--- config.mk ---
export PLATFORM = sky130hd
export DESIGN_NAME = reg_display_scanner
export DESIGN_NICKNAME = d
export VERILOG_FILES = /design/src/rtl/reg_display_scanner.sv
export SDC_FILE = /design/constraint.sdc
export NUM_CORES = 1
export LEC_CHECK = 0
export ABC_AREA = 1
export CAP_MARGIN = 20
export CORE_UTILIZATION = 62
export DETAILED_ROUTE_END_ITERATION = 10
export GPL_ROUTABILITY_DRIVEN = 0
export GPL_TIMING_DRIVEN = 0
export PLACE_DENSITY = 0.83
export SLEW_MARGIN = 20
export SYNTH_ARGS = -nofsm -noshare
export SYNTH_HDL_FRONTEND = slang
export SYNTH_SLANG_ARGS = --single-unit
--- constraint.sdc ---
create_clock -name clk -period 4.9 [get_ports clk]
set_input_delay 1.225 -clock clk [delete_from_list [all_inputs] [get_ports clk]]
set_output_delay 1.225 -clock clk [all_outputs]
set_load 0.005 [all_outputs]
--- src/rtl/reg_display_scanner.sv ---
// rtl/reg_display_scanner.sv - debounced register-index stepper and 8-digit hex scanner
// Optional build macro: DISPLAY_ZERO_BLANK_EN (leading-zero blanking on digits 1..7).
module reg_display_scanner #(
  parameter int CLK_HZ       = 50_000_000,
  parameter int SCAN_HZ      = 1000,
  parameter int DEBOUNCE_CYC = 500_000
) (
  input  logic        clk,
  input  logic        rst_n,
  input  logic        btn_next,
  input  logic        btn_prev,
  input  logic [31:0] displayData,
  output logic [4:0]  displaySelect,
  output logic [4:0]  led_sel,
  output logic [6:0]  seg,
  output logic [7:0]  an
);

  localparam int TICK = CLK_HZ / SCAN_HZ;
  localparam int TW   = (TICK > 2) ? $clog2(TICK) : 1;
  localparam int DW   = $clog2(DEBOUNCE_CYC + 1);
  localparam logic [TW-1:0] TICK_LAST = TW'(TICK - 1);
  localparam logic [DW-1:0] DEB_LAST  = DW'(DEBOUNCE_CYC - 1);

  // bit 0 = next, bit 1 = prev
  logic [1:0]    raw;
  logic [1:0]    sync1;
  logic [1:0]    sync2;
  logic [1:0]    deb;
  logic [1:0]    pulse;
  logic [DW-1:0] deb_cnt [2];

  assign raw = {btn_prev, btn_next};

  always_ff @(posedge clk) begin
    if (!rst_n) begin
      sync1 <= '0;
      sync2 <= '0;
      deb   <= '0;
      pulse <= '0;
      for (int b = 0; b < 2; b++) deb_cnt[b] <= '0;
    end else begin
      sync1 <= raw;
      sync2 <= sync1;
      for (int b = 0; b < 2; b++) begin
        pulse[b] <= 1'b0;
        if (sync2[b] != deb[b]) begin
          if (deb_cnt[b] == DEB_LAST) begin
            deb[b]     <= sync2[b];
            deb_cnt[b] <= '0;
            pulse[b]   <= sync2[b];
          end else begin
            deb_cnt[b] <= deb_cnt[b] + 1'b1;
          end
        end else begin
          deb_cnt[b] <= '0;
        end
      end
    end
  end

  // 5-bit arithmetic gives the 31<->0 wrap for free
  always_ff @(posedge clk) begin
    if (!rst_n) begin
      displaySelect <= '0;
    end else begin
      case (pulse)
        2'b01:   displaySelect <= displaySelect + 5'd1;
        2'b10:   displaySelect <= displaySelect - 5'd1;
        default: displaySelect <= displaySelect;
      endcase
    end
  end

  assign led_sel = displaySelect;

  logic [TW-1:0] tick_cnt;
  logic [2:0]    digit;
  logic [31:0]   snapshot;
  logic          tick;
  logic [3:0]    nibble;
  logic [31:0]   upper;
  logic [6:0]    seg_next;

  assign tick = (tick_cnt == TICK_LAST);

  always_comb begin
    nibble   = snapshot[{digit, 2'b00} +: 4];
    upper    = snapshot >> {digit, 2'b00};
    seg_next = 7'h7F;
    case (nibble)
      4'h0: seg_next = 7'b1000000;
      4'h1: seg_next = 7'b1111001;
      4'h2: seg_next = 7'b0100100;
      4'h3: seg_next = 7'b0110000;
      4'h4: seg_next = 7'b0011001;
      4'h5: seg_next = 7'b0010010;
      4'h6: seg_next = 7'b0000010;
      4'h7: seg_next = 7'b1111000;
      4'h8: seg_next = 7'b0000000;
      4'h9: seg_next = 7'b0010000;
      4'hA: seg_next = 7'b0001000;
      4'hB: seg_next = 7'b0000011;
      4'hC: seg_next = 7'b1000110;
      4'hD: seg_next = 7'b0100001;
      4'hE: seg_next = 7'b0000110;
      4'hF: seg_next = 7'b0001110;
      default: seg_next = 7'h7F;
    endcase
`ifdef DISPLAY_ZERO_BLANK_EN
    if ((digit != 3'd0) && (upper == 32'd0)) seg_next = 7'h7F;
`endif
  end

  // The snapshot reloads on the same tick that lights digit 7, so the next frame is consistent.
  always_ff @(posedge clk) begin
    if (!rst_n) begin
      tick_cnt <= '0;
      digit    <= '0;
      snapshot <= '0;
      seg      <= 7'h7F;
      an       <= 8'hFF;
    end else begin
      tick_cnt <= tick ? '0 : tick_cnt + 1'b1;
      if (tick) begin
        seg   <= seg_next;
        an    <= ~(8'b1 << digit);
        digit <= digit + 3'd1;
        if (digit == 3'd7) snapshot <= displayData;
      end
    end
  end

endmodule
==> out/results.txt, run 1 <==
Area used by multi-input combinational logic = 0.00303 mm²
Post-DR wirelength/cell = 13.5 µm
Number of levels in the clock H-tree = 4
Post-CTS Setup Repair Bufs = 0
Number of DRC markers in iteration 0 = 288
Largest net degree at the start of global routing = 17
Worst Path Required = 3.67 ns
Category of the critical setup timing path = reg -> out
Yosys reg bits = 117
Most common cell after layout, fill and taps aside = sky130_fd_sc_hd__nand2_1
Diode insertion count for antenna repair = 0
Port Buffers = 60
Max stage delay on crit path = 0.48 ns
Run status = complete, no violations
Highest Clock Rate = 0.357 GHz
Slew at the pin with the worst max-slew slack = 0.599 ns
Total buffers and inverters traversed by the critical path = 2
Via count of the first global-routing pass = 5341
Antenna violations before repair = 0
Chip height = 103 µm
CTS tree = built
Gates resized, CTS repair = 0
Hold path endpoint = sync2[1]
Total clock buffers created by CTS = 17
Crit share post-route = 57.1%
Minimum setup slack among reg-to-reg paths = 2.65 ns
Count of cells along the worst register-to-register path = 15
Netlist Area Pre-Place = 0.00629 mm²
Launch instance of the worst register-to-register path = digit[0]
Critical Path AT = 1.57 ns
Utilization of the core after routing = 79.0%
CP startpoint kind = flop
Setup-violating endpoint count in the final report = 0
Kind of end point of the critical path = output port
Critical-path cell with the highest stage delay = sky130_fd_sc_hd__clkdlybuf4s50_1
Die Footprint = 0.0105 mm²
Max-slew violations = 0
Hold bufs inserted after CTS = 0
Horizontal extent of the die = 103 µm
Reg-to-reg endpoint = seg[0]
Min Clock Period, post-route = 2.80 ns
Synth-to-Final Area Change = 23.5%
Number of buffers on the longest clock path = 2
Setup clock skew after layout = 0.00486 ns
Total Neg Setup Slack = 0 ns
Detailed-route wire length = 14300 µm
CTS clk-pin slew, worst paths = 0.06 ns
Yosys synthesis warning count = 0
Placeable core area = 0.00982 mm²
Worst rel slew slack = 59.7%
Fraction of synthesis flops using an asynchronous set or reset pin = 0%
Insertion delay of the later-clocked pin in the worst-skew pair = 0.53 ns
Average cell area after synthesis = 7.82 µm²
Tightest Hold Check Type = reg -> reg
Post-route DRC violation count = 0
Top fanout value on the critical path = 5
Leakage power = 3.30 nW
RSZ-0062 raised after global routing = false
IR Drop Worst-Case VDD = 0.230 mV
Commonest cells after routing, fill and taps aside = sky130_fd_sc_hd__nand2_1 (144), sky130_fd_sc_hd__inv_1 (119), sky130_fd_sc_hd__nor2_1 (95), sky130_fd_sc_hd__dfxtp_1 (79), sky130_fd_sc_hd__clkdlybuf4s50_1 (60)
DP HPWL = 9850 µm
Worst hold path stage count = 2
First-pass GRT wire length = 23400 µm
Number of standard-cell rows in the floorplan = 36
Overall overflow remaining after global route = 0
Worst Hold Launch = sync1[1]
Sequential cell area = 0.00272 mm²
Vias per inst = 5.34
Power density normalized to cell area = 295 mW/mm²
Synth cell types = 46
Count of filler cells inserted in the layout = 712
Path length in cells of the critical path = 2
Count of mapped cells out of synthesis = 804
Prevailing post-synth register cell = sky130_fd_sc_hd__dfxtp_1
Fraction of final layout cells sized beyond drive strength 1 = 12.9%
Initial cell density of the core = 64.0%
Count of flip-flops with a built-in enable after synthesis = 38
PnR Total Power = 0.00229 W
Total via count after detailed routing = 5689
Count of pins on the block boundary = 61
Clock root buffer master = sky130_fd_sc_hd__clkbuf_8
Fraction of the yosys area taken by sequential cells = 43.3%
Number of failing hold endpoints at the final stage = 0
Family with the most delay on the worst path = buffers and inverters
Global routing usage summed across all routing layers = 28.8%
Max_cap viols = 0
Crit path cell chain = buf_4 > clkdlybuf4s50_1
Total number of clock tree sinks = 117
Initial DRT Pass Iterations = 5
Final Net Count = 976
Number of nets with antenna violations after detailed routing = 0
## worst max-delay path by stage
stage,to,start,slack (ns)
6_report,led_sel[0],displaySelect[0],2.10
5_1_grt,led_sel[0],displaySelect[0],2.04
4_1_cts,led_sel[0],displaySelect[0],2.09
3_5_place_dp,seg[0],rst_n,1.81
3_3_place_gp,seg[0],rst_n,1.85
2_1_floorplan,seg[0],rst_n,2.76
## cells by family after synthesis
group	Yosys count	share of synthesized area (%)
buf+inv	155	10.7
flops	117	43.3
fa+ha+maj	20	4.10
other cells	1	0.0597
simple gates	368	27.1
xor+xnor	17	2.37
compound gates	126	12.3
## layout make-up
class	instances	share of cell area [%]
timing repair buffer	60	7.74
multi-input combinational	569	39.0
clock inverter	6	0.484
buffer	26	2.43
sequential	117	35.1
tap	133	2.14
inverter	129	6.27
clock buffer	26	6.85
## registers in the layout, indices dropped and copies added, names as in the netlist
register       count
deb                2
an                 8
tick_cnt          16
pulse              2
displaySelect      5
sync1              2
seg                7
snapshot          32
deb_cnt           38
sync2              2
digit              3
## metal layers
| layer | track usage (%) | up-vias | wire length [µm] |
|---|---|---|---|
| li1 | - | 2787 | - |
| met1 | 32.8 | 2662 | 5880 |
| met2 | 50.6 | 204 | 7340 |
| met3 | 7.12 | 36 | 816 |
| met4 | 13.7 | 0 | 310 |
| met5 | 0 | - | 0 |
## report_power, final
| group | internal, W | leakage, nW | total (W) | switching (W) |
|---|---|---|---|---|
| sequential | 0.00102 | 1.03 | 0.00103 | 0.0000159 |
| combinational | 0.0000431 | 1.99 | 0.0000923 | 0.0000492 |
| clock | 0.000736 | 0.273 | 0.00117 | 0.000429 |
| total | 0.00180 | 3.30 | 0.00229 | 0.000494 |
## worst reg2reg max path: stages, from the launching register on
cell and delay (ns):
sky130_fd_sc_hd__dfxtp_1 0.34, sky130_fd_sc_hd__buf_4 0.18, sky130_fd_sc_hd__inv_4 0.11, sky130_fd_sc_hd__buf_4 0.20, sky130_fd_sc_hd__nand2_1 0.07, sky130_fd_sc_hd__nand3_1 0.11, sky130_fd_sc_hd__nand3_1 0.13, sky130_fd_sc_hd__nand2_1 0.23
sky130_fd_sc_hd__inv_2 0.09, sky130_fd_sc_hd__ha_1 0.24, sky130_fd_sc_hd__inv_1 0.07, sky130_fd_sc_hd__nand2_1 0.07, sky130_fd_sc_hd__nand3_1 0.08, sky130_fd_sc_hd__nand3_1 0.11, sky130_fd_sc_hd__nand2_1 0.09, sky130_fd_sc_hd__inv_1 0.03
## synthesized netlist by cell type, types with 7 or more instances
| master | n | area share (%) |
|---|---|---|
| sky130_fd_sc_hd__nor3b_1 | 7 | 0.84 |
| sky130_fd_sc_hd__nand4_1 | 9 | 0.90 |
| sky130_fd_sc_hd__edfxtp_1 | 38 | 18 |
| sky130_fd_sc_hd__xor2_1 | 9 | 1.3 |
| sky130_fd_sc_hd__nor2_1 | 95 | 5.7 |
| sky130_fd_sc_hd__dfxtp_1 | 79 | 25 |
| sky130_fd_sc_hd__inv_1 | 119 | 7.1 |
| sky130_fd_sc_hd__xnor2_1 | 8 | 1.1 |
| sky130_fd_sc_hd__a21oi_2 | 29 | 4.0 |
| sky130_fd_sc_hd__nor3_1 | 17 | 1.4 |
| sky130_fd_sc_hd__a21oi_1 | 33 | 2.6 |
| sky130_fd_sc_hd__ha_1 | 19 | 3.8 |
| sky130_fd_sc_hd__nand2_1 | 144 | 8.6 |
| sky130_fd_sc_hd__a31oi_1 | 7 | 0.70 |
| sky130_fd_sc_hd__buf_2 | 7 | 0.56 |
| sky130_fd_sc_hd__nand3_1 | 57 | 4.5 |
| sky130_fd_sc_hd__o21ai_0 | 21 | 1.7 |
| sky130_fd_sc_hd__o21ai_1 | 27 | 2.1 |
| sky130_fd_sc_hd__buf_4 | 10 | 1.2 |
## stage by stage
step	instances	worst slack (ns)	area, µm²	hold WS, ns
after global placement	1034	1.85	7190	0.395
after detailed placement	1034	1.81	7190	0.406
after global routing	1066	2.04	7760	0.439
after floorplan	841	2.76	6420	0.390
after CTS	1066	2.09	7760	0.425
final	1066	2.10	7760	0.419
No activity file was read; power rests on OpenSTA's default activity.
==> run 2: changes to the inputs <==
--- a/config.mk
+++ b/config.mk
@@ -7,11 +7,11 @@
 export LEC_CHECK = 0
 export ABC_AREA = 1
 export CAP_MARGIN = 20
-export CORE_UTILIZATION = 62
+export CORE_UTILIZATION = 52
 export DETAILED_ROUTE_END_ITERATION = 10
 export GPL_ROUTABILITY_DRIVEN = 0
 export GPL_TIMING_DRIVEN = 0
-export PLACE_DENSITY = 0.83
+export PLACE_DENSITY = 0.74
 export SLEW_MARGIN = 20
 export SYNTH_ARGS = -nofsm -noshare
 export SYNTH_HDL_FRONTEND = slang
==> constraint.sdc (replaced) <==
create_clock -name clk -period 2.5 [get_ports clk]
set_input_delay 0.625 -clock clk [delete_from_list [all_inputs] [get_ports clk]]
set_output_delay 0.625 -clock clk [all_outputs]
set_load 0.005 [all_outputs]
==> out/results.txt, run 2 (synthesis results as in run 1) <==
Max-slew violations = 0 (unchanged)
Category of the critical setup timing path = reg -> reg
Commonest cells after routing, fill and taps aside = sky130_fd_sc_hd__nand2_1 (144), sky130_fd_sc_hd__inv_1 (119), sky130_fd_sc_hd__nor2_1 (95), sky130_fd_sc_hd__dfxtp_1 (79), sky130_fd_sc_hd__clkdlybuf4s50_1 (60)
IR Drop Worst-Case VDD = 0.424 mV (+84%)
Tightest Hold Check Type = reg -> reg
Setup clock skew after layout = 0.00917 ns (+0.00431 ns)
DP HPWL = 9840 µm (-0.12%)
Top fanout value on the critical path = 11 (+6)
Min Clock Period, post-route = 2.23 ns
Final instance area = 0.00779 mm² (+0.32%)
Largest net degree at the start of global routing = 17 (unchanged)
Count of pins on the block boundary = 61 (unchanged)
Highest Clock Rate = 0.449 GHz
Overall overflow remaining after global route = 0 (unchanged)
Vias per inst = 5.10 (-4.5%)
Run status = complete, but fails checks
Clock root buffer master = sky130_fd_sc_hd__clkbuf_16
Synth-to-Final Area Change = 23.9%
CTS clk-pin slew, worst paths = 0.06 ns (about the same)
Gates resized, CTS repair = 0 (unchanged)
Number of failing hold endpoints at the final stage = 0 (unchanged)
Placeable core area = 0.0116 mm² (+18%)
Number of standard-cell rows in the floorplan = 39 (+8.3%)
Kind of end point of the critical path = flop
Hold bufs inserted after CTS = 0 (unchanged)
Initial cell density of the core = 54.1% (-9.9 points)
Critical Path AT = 2.54 ns (+0.97 ns)
Leakage power = 3.30 nW (+0.22%)
Number of levels in the clock H-tree = 4 (unchanged)
Via count of the first global-routing pass = 5324 (-0.32%)
Worst Path Required = 2.81 ns (-0.86 ns)
Max_cap viols = 0 (unchanged)
Post-CTS Setup Repair Bufs = 0 (unchanged)
Fraction of final layout cells sized beyond drive strength 1 = 12.6% (-0.21 points)
Die Footprint = 0.0125 mm² (+19%)
Setup-violating endpoint count in the final report = 0 (unchanged)
Insertion delay of the later-clocked pin in the worst-skew pair = 0.41 ns (-0.12 ns)
Diode insertion count for antenna repair = 0 (unchanged)
Final Net Count = 976 (unchanged)
RSZ-0062 raised after global routing = false
CTS tree = built
Flip-flop count of the largest register after layout = 38 (unchanged)
Instance area at placement = 0.00720 mm² (+0.17%)
Post-route DRC violation count = 3 (+3)
Total Neg Setup Slack = 0 ns (unchanged)
Total number of clock tree sinks = 117 (unchanged)
Total via count after detailed routing = 5484 (-3.6%)
Max stage delay on crit path = 0.35 ns (-0.13 ns)
Total clock buffers created by CTS = 17 (unchanged)
Port Buffers = 60 (unchanged)
Number of DRC markers in iteration 0 = 305 (+5.9%)
Global routing usage summed across all routing layers = 23.0% (-5.8 points)
Number of buffers on the longest clock path = 2 (unchanged)
Horizontal extent of the die = 112 µm (+9.0%)
Chip height = 112 µm (+9.0%)
Crit share post-route = 89.2%
First-pass GRT wire length = 23200 µm (-0.83%)
Largest registers ranked by flip-flop count = deb_cnt x38, snapshot x32, tick_cnt x16
Cell repeated most along the worst path = sky130_fd_sc_hd__nand2_1
Detailed-route wire length = 13500 µm (-5.8%)
Violated checks = DRC
Crit path cell chain = buf_4 > inv_4 > buf_4 > o21ai_0 > nand3_1 > nand2_1 > inv_1 > ha_1 > nand3_1 > nand2_1 > nand2_1 > nand3_1 > nand2_1 > inv_1
Most common cell after layout, fill and taps aside = sky130_fd_sc_hd__nand2_1
CP startpoint kind = flop
Antenna violations before repair = 0 (unchanged)
Number of nets with antenna violations after detailed routing = 0 (unchanged)
Post-DR wirelength/cell = 12.6 µm (-6.7%)
Power density normalized to cell area = 590 mW/mm² (+100%)
Critical-path cell with the highest stage delay = sky130_fd_sc_hd__dfxtp_1
Top reg by flops = deb_cnt
Initial DRT Pass Iterations = 8 (+3)
## run 2: layout make-up
cell class,instances,area [µm²]
buffer,26,189
clock buffer,20,447
clock inverter,12,135
fill,995,3830
inverter,129,487
multi-input combinational,569,3030
sequential,117,2720
tap,143,179
timing repair buffer,60,601
## run 2: metrics by stage
step | total power [W] | setup WS, ns | instances | utilization [%] | hold slack, ns
after floorplan | 0.00216 | 0.681 | 841 | - | 0.390
after global placement | 0.00224 | 0.0189 | 1044 | 62.0 | 0.395
after detailed placement | 0.00224 | -0.00408 | 1044 | 62.0 | 0.408
after CTS | 0.00462 | 0.285 | 1076 | 67.0 | 0.420
after global routing | 0.00475 | 0.0484 | 1076 | 67.0 | 0.458
final | 0.00460 | 0.271 | 1076 | 67.0 | 0.417
## run 2: power by group
group	internal (W)	switching (W)
clock network	0.00157	0.000820
logic	0.0000842	0.0000940
registers	0.00200	0.0000310
## run 2: worst paths after layout
kind | startpoint | endpoint | slack [ns] | depth (start not counted)
setup reg to reg | digit[0] | seg[3] | 0.27 | 14
setup / recovery | digit[0] | seg[3] | 0.27 | 14
hold reg to reg | sync1[1] | sync2[1] | 0.42 | 2
hold / removal | sync1[1] | sync2[1] | 0.42 | 2
## run 2: metal layers
layer | GRT usage, % | share of wire [%]
met4 | 9.42 | 1.5
met5 | 0 | 0
met2 | 40.0 | 50
met3 | 5.66 | 3.6
met1 | 27.1 | 45
## run 2: critical path, delay by kind of cell, from the launching register on
family | cells | cell delay, ns
adder cells (fa/ha/maj) | 1 | 0.23
AND/OR/NAND/NOR | 7 | 0.71
buffers and inverters | 5 | 0.60
flip-flops | 1 | 0.35
AO/OA/AOI/OAI | 1 | 0.22
==> run 3: changes to the inputs <==
--- a/config.mk
+++ b/config.mk
@@ -7,11 +7,13 @@
 export LEC_CHECK = 0
 export ABC_AREA = 1
 export CAP_MARGIN = 20
-export CORE_UTILIZATION = 52
+export CORE_UTILIZATION = 54
+export CTS_BUF_LIST = sky130_fd_sc_hd__clkbuf_8
 export DETAILED_ROUTE_END_ITERATION = 10
 export GPL_ROUTABILITY_DRIVEN = 0
 export GPL_TIMING_DRIVEN = 0
-export PLACE_DENSITY = 0.74
+export PLACE_DENSITY = 0.76
+export SKIP_CTS_REPAIR_TIMING = 1
 export SLEW_MARGIN = 20
 export SYNTH_ARGS = -nofsm -noshare
 export SYNTH_HDL_FRONTEND = slang
==> out/results.txt, run 3 (synthesis results as in run 1) <==
Family with the most delay on the worst path = simple AND/OR/NAND/NOR gates
Max_cap viols = 0 (unchanged)
CP startpoint kind = flop
Largest net degree at the start of global routing = 17 (unchanged)
Total clock buffers created by CTS = 17 (unchanged)
Initial DRT Pass Iterations = 7 (-1)
Antenna violations before repair = 0 (unchanged)
Most common cell after layout, fill and taps aside = sky130_fd_sc_hd__nand2_1
Horizontal extent of the die = 110 µm (-1.8%)
Cell repeated most along the worst path = sky130_fd_sc_hd__nand2_1
Setup clock skew after layout = 0.00891 ns (-0.000259 ns)
RSZ-0062 raised after global routing = false
Highest Clock Rate = 0.448 GHz (about the same)
Min Clock Period, post-route = 2.23 ns (+0.00112 ns)
Count of filler cells inserted in the layout = 960 (-3.5%)
First-pass GRT wire length = 21900 µm (-5.6%)
Insertion delay of the later-clocked pin in the worst-skew pair = 0.43 ns (+0.02 ns)
Worst Path Required = 2.82 ns (about the same)
Post-route DRC violation count = 0 (-3)
Critical-path cell with the highest stage delay = sky130_fd_sc_hd__dfxtp_1
Final hold slack = 0.425 ns (+0.00863 ns)
Chip height = 110 µm (-1.8%)
Detailed-route wire length = 13300 µm (-1.7%)
Placeable core area = 0.0114 mm² (-2.1%)
Final setup slack of the worst path = 0.269 ns (-0.00112 ns)
Commonest cells after routing, fill and taps aside = sky130_fd_sc_hd__nand2_1 (144), sky130_fd_sc_hd__inv_1 (119), sky130_fd_sc_hd__nor2_1 (95), sky130_fd_sc_hd__dfxtp_1 (79), sky130_fd_sc_hd__clkdlybuf4s50_1 (60)
Tightest Hold Check Type = reg -> reg
Number of levels in the clock H-tree = 4 (unchanged)
Sequential cell area = 0.00272 mm² (unchanged)
Flip-flop count of the largest register after layout = 38 (unchanged)
Top reg by flops = deb_cnt
Initial cell density of the core = 55.3% (+1.2 points)
Crit share post-route = 89.2% (about the same)
Category of the critical setup timing path = reg -> reg
Port Buffers = 60 (unchanged)
Leakage power = 3.23 nW (-2.2%)
Critical Path AT = 2.55 ns (about the same)
Count of pins on the block boundary = 61 (unchanged)
Crit path cell chain = buf_4 > inv_4 > buf_4 > o21ai_0 > nand3_1 > nand2_1 > inv_1 > ha_1 > nand3_1 > nand2_1 > nand2_1 > nand3_1 > nand2_1 > inv_1
Utilization of the core after routing = 67.0% (about the same)
Fraction of final layout cells sized beyond drive strength 1 = 13.3% (+0.64 points)
DP HPWL = 9920 µm (+0.79%)
Max-slew violations = 0 (unchanged)
Overall overflow remaining after global route = 0 (unchanged)
Synth-to-Final Area Change = 21.2%
Number of standard-cell rows in the floorplan = 39 (unchanged)
Total via count after detailed routing = 5443 (-0.75%)
Number of DRC markers in iteration 0 = 305 (unchanged)
Total buffers and inverters traversed by the critical path = 5 (unchanged)
Vias per inst = 5.06 (-0.75%)
Area used by multi-input combinational logic = 0.00303 mm² (unchanged)
Global routing usage summed across all routing layers = 23.3% (+0.28 points)
Via count of the first global-routing pass = 5050 (-5.1%)
Max stage delay on crit path = 0.37 ns (+0.02 ns)
IR Drop Worst-Case VDD = 0.350 mV (-17%)
Power density normalized to cell area = 519 mW/mm² (-12%)
Die Footprint = 0.0121 mm² (-3.6%)
Number of buffers on the longest clock path = 2 (unchanged)
Setup-violating endpoint count in the final report = 0 (unchanged)
Number of failing hold endpoints at the final stage = 0 (unchanged)
Run status = complete, no violations
Number of nets with antenna violations after detailed routing = 0 (unchanged)
Pre-CTS setup slack = -0.0287 ns (-0.0246 ns)
Diode insertion count for antenna repair = 0 (unchanged)
Total number of clock tree sinks = 117 (unchanged)
Post-DR wirelength/cell = 12.3 µm (-1.7%)
Largest registers ranked by flip-flop count = deb_cnt x38, snapshot x32, tick_cnt x16
Top fanout value on the critical path = 11 (unchanged)
CTS tree = built
CTS clk-pin slew, worst paths = 0.07 ns (about the same)
Final Net Count = 976 (unchanged)
Clock root buffer master = sky130_fd_sc_hd__clkbuf_8
Kind of end point of the critical path = flop
-- run 3: cell types whose count changed in the layout (fill, tap and decap cells not counted), moves of 2 or more --
cell / previous run / this run
sky130_fd_sc_hd__clkinv_4: 0 / 2
sky130_fd_sc_hd__clkbuf_16: 17 / 0
sky130_fd_sc_hd__clkinv_1: 7 / 3
sky130_fd_sc_hd__clkbuf_8: 1 / 21
sky130_fd_sc_hd__clkbuf_1: 5 / 3
-- run 3: per-layer routing --
layer | vias to the layer above | share of wire [%] | track usage [%]
li1 | 2790 | - | -
met1 | 2505 | 44 | 28.3
met2 | 136 | 50 | 40.5
met3 | 12 | 4.8 | 5.45
met4 | 0 | 1.0 | 7.05
met5 | - | 0 | 0
-- run 3: worst paths after layout --
kind / startpoint / end / slack [ns] / cells past startpoint
max: digit[0] / seg[3] / 0.27 / 14
min: sync1[1] / sync2[1] / 0.43 / 2
max reg2reg: digit[0] / seg[3] / 0.27 / 14
min reg2reg: sync1[1] / sync2[1] / 0.43 / 2
-- run 3: worst reg2reg max path, cell delays in order (launching register included) --
cell	delay, ns
sky130_fd_sc_hd__dfxtp_1	0.37
sky130_fd_sc_hd__buf_4	0.20
sky130_fd_sc_hd__inv_4	0.08
sky130_fd_sc_hd__buf_4	0.18
sky130_fd_sc_hd__o21ai_0	0.21
sky130_fd_sc_hd__nand3_1	0.12
sky130_fd_sc_hd__nand2_1	0.19
sky130_fd_sc_hd__inv_1	0.11
sky130_fd_sc_hd__ha_1	0.22
sky130_fd_sc_hd__nand3_1	0.13
sky130_fd_sc_hd__nand2_1	0.07
sky130_fd_sc_hd__nand2_1	0.06
sky130_fd_sc_hd__nand3_1	0.07
sky130_fd_sc_hd__nand2_1	0.07
sky130_fd_sc_hd__inv_1	0.04
-- run 3: layout make-up --
cell class / count / share of cell area (%)
multi-input cells: 569 / 39.7
flip-flops and latches: 117 / 35.7
repair buffers: 60 / 7.89
inverters: 129 / 6.39
clock buffers: 21 / 3.79
plain buffers: 26 / 2.48
well taps: 143 / 2.35
clock inverters: 11 / 1.61
-- run 3: stage by stage --
step	total power, W	cells	instance area, µm²	setup TNS (ns)
2_1_floorplan	0.00216	841	6420	0
3_3_place_gp	0.00224	1044	7200	0
3_5_place_dp	0.00224	1044	7200	-0.0287
4_1_cts	0.00398	1076	7620	0
5_1_grt	0.00411	1076	7620	0
6_report	0.00395	1076	7620	0
-- run 3: where the power goes --
part | switching (W) | internal (W)
Sequential | 0.0000302 | 0.00199
Combinational | 0.0000945 | 0.0000842
Clock | 0.000757 | 0.000992
Total | 0.000882 | 0.00307
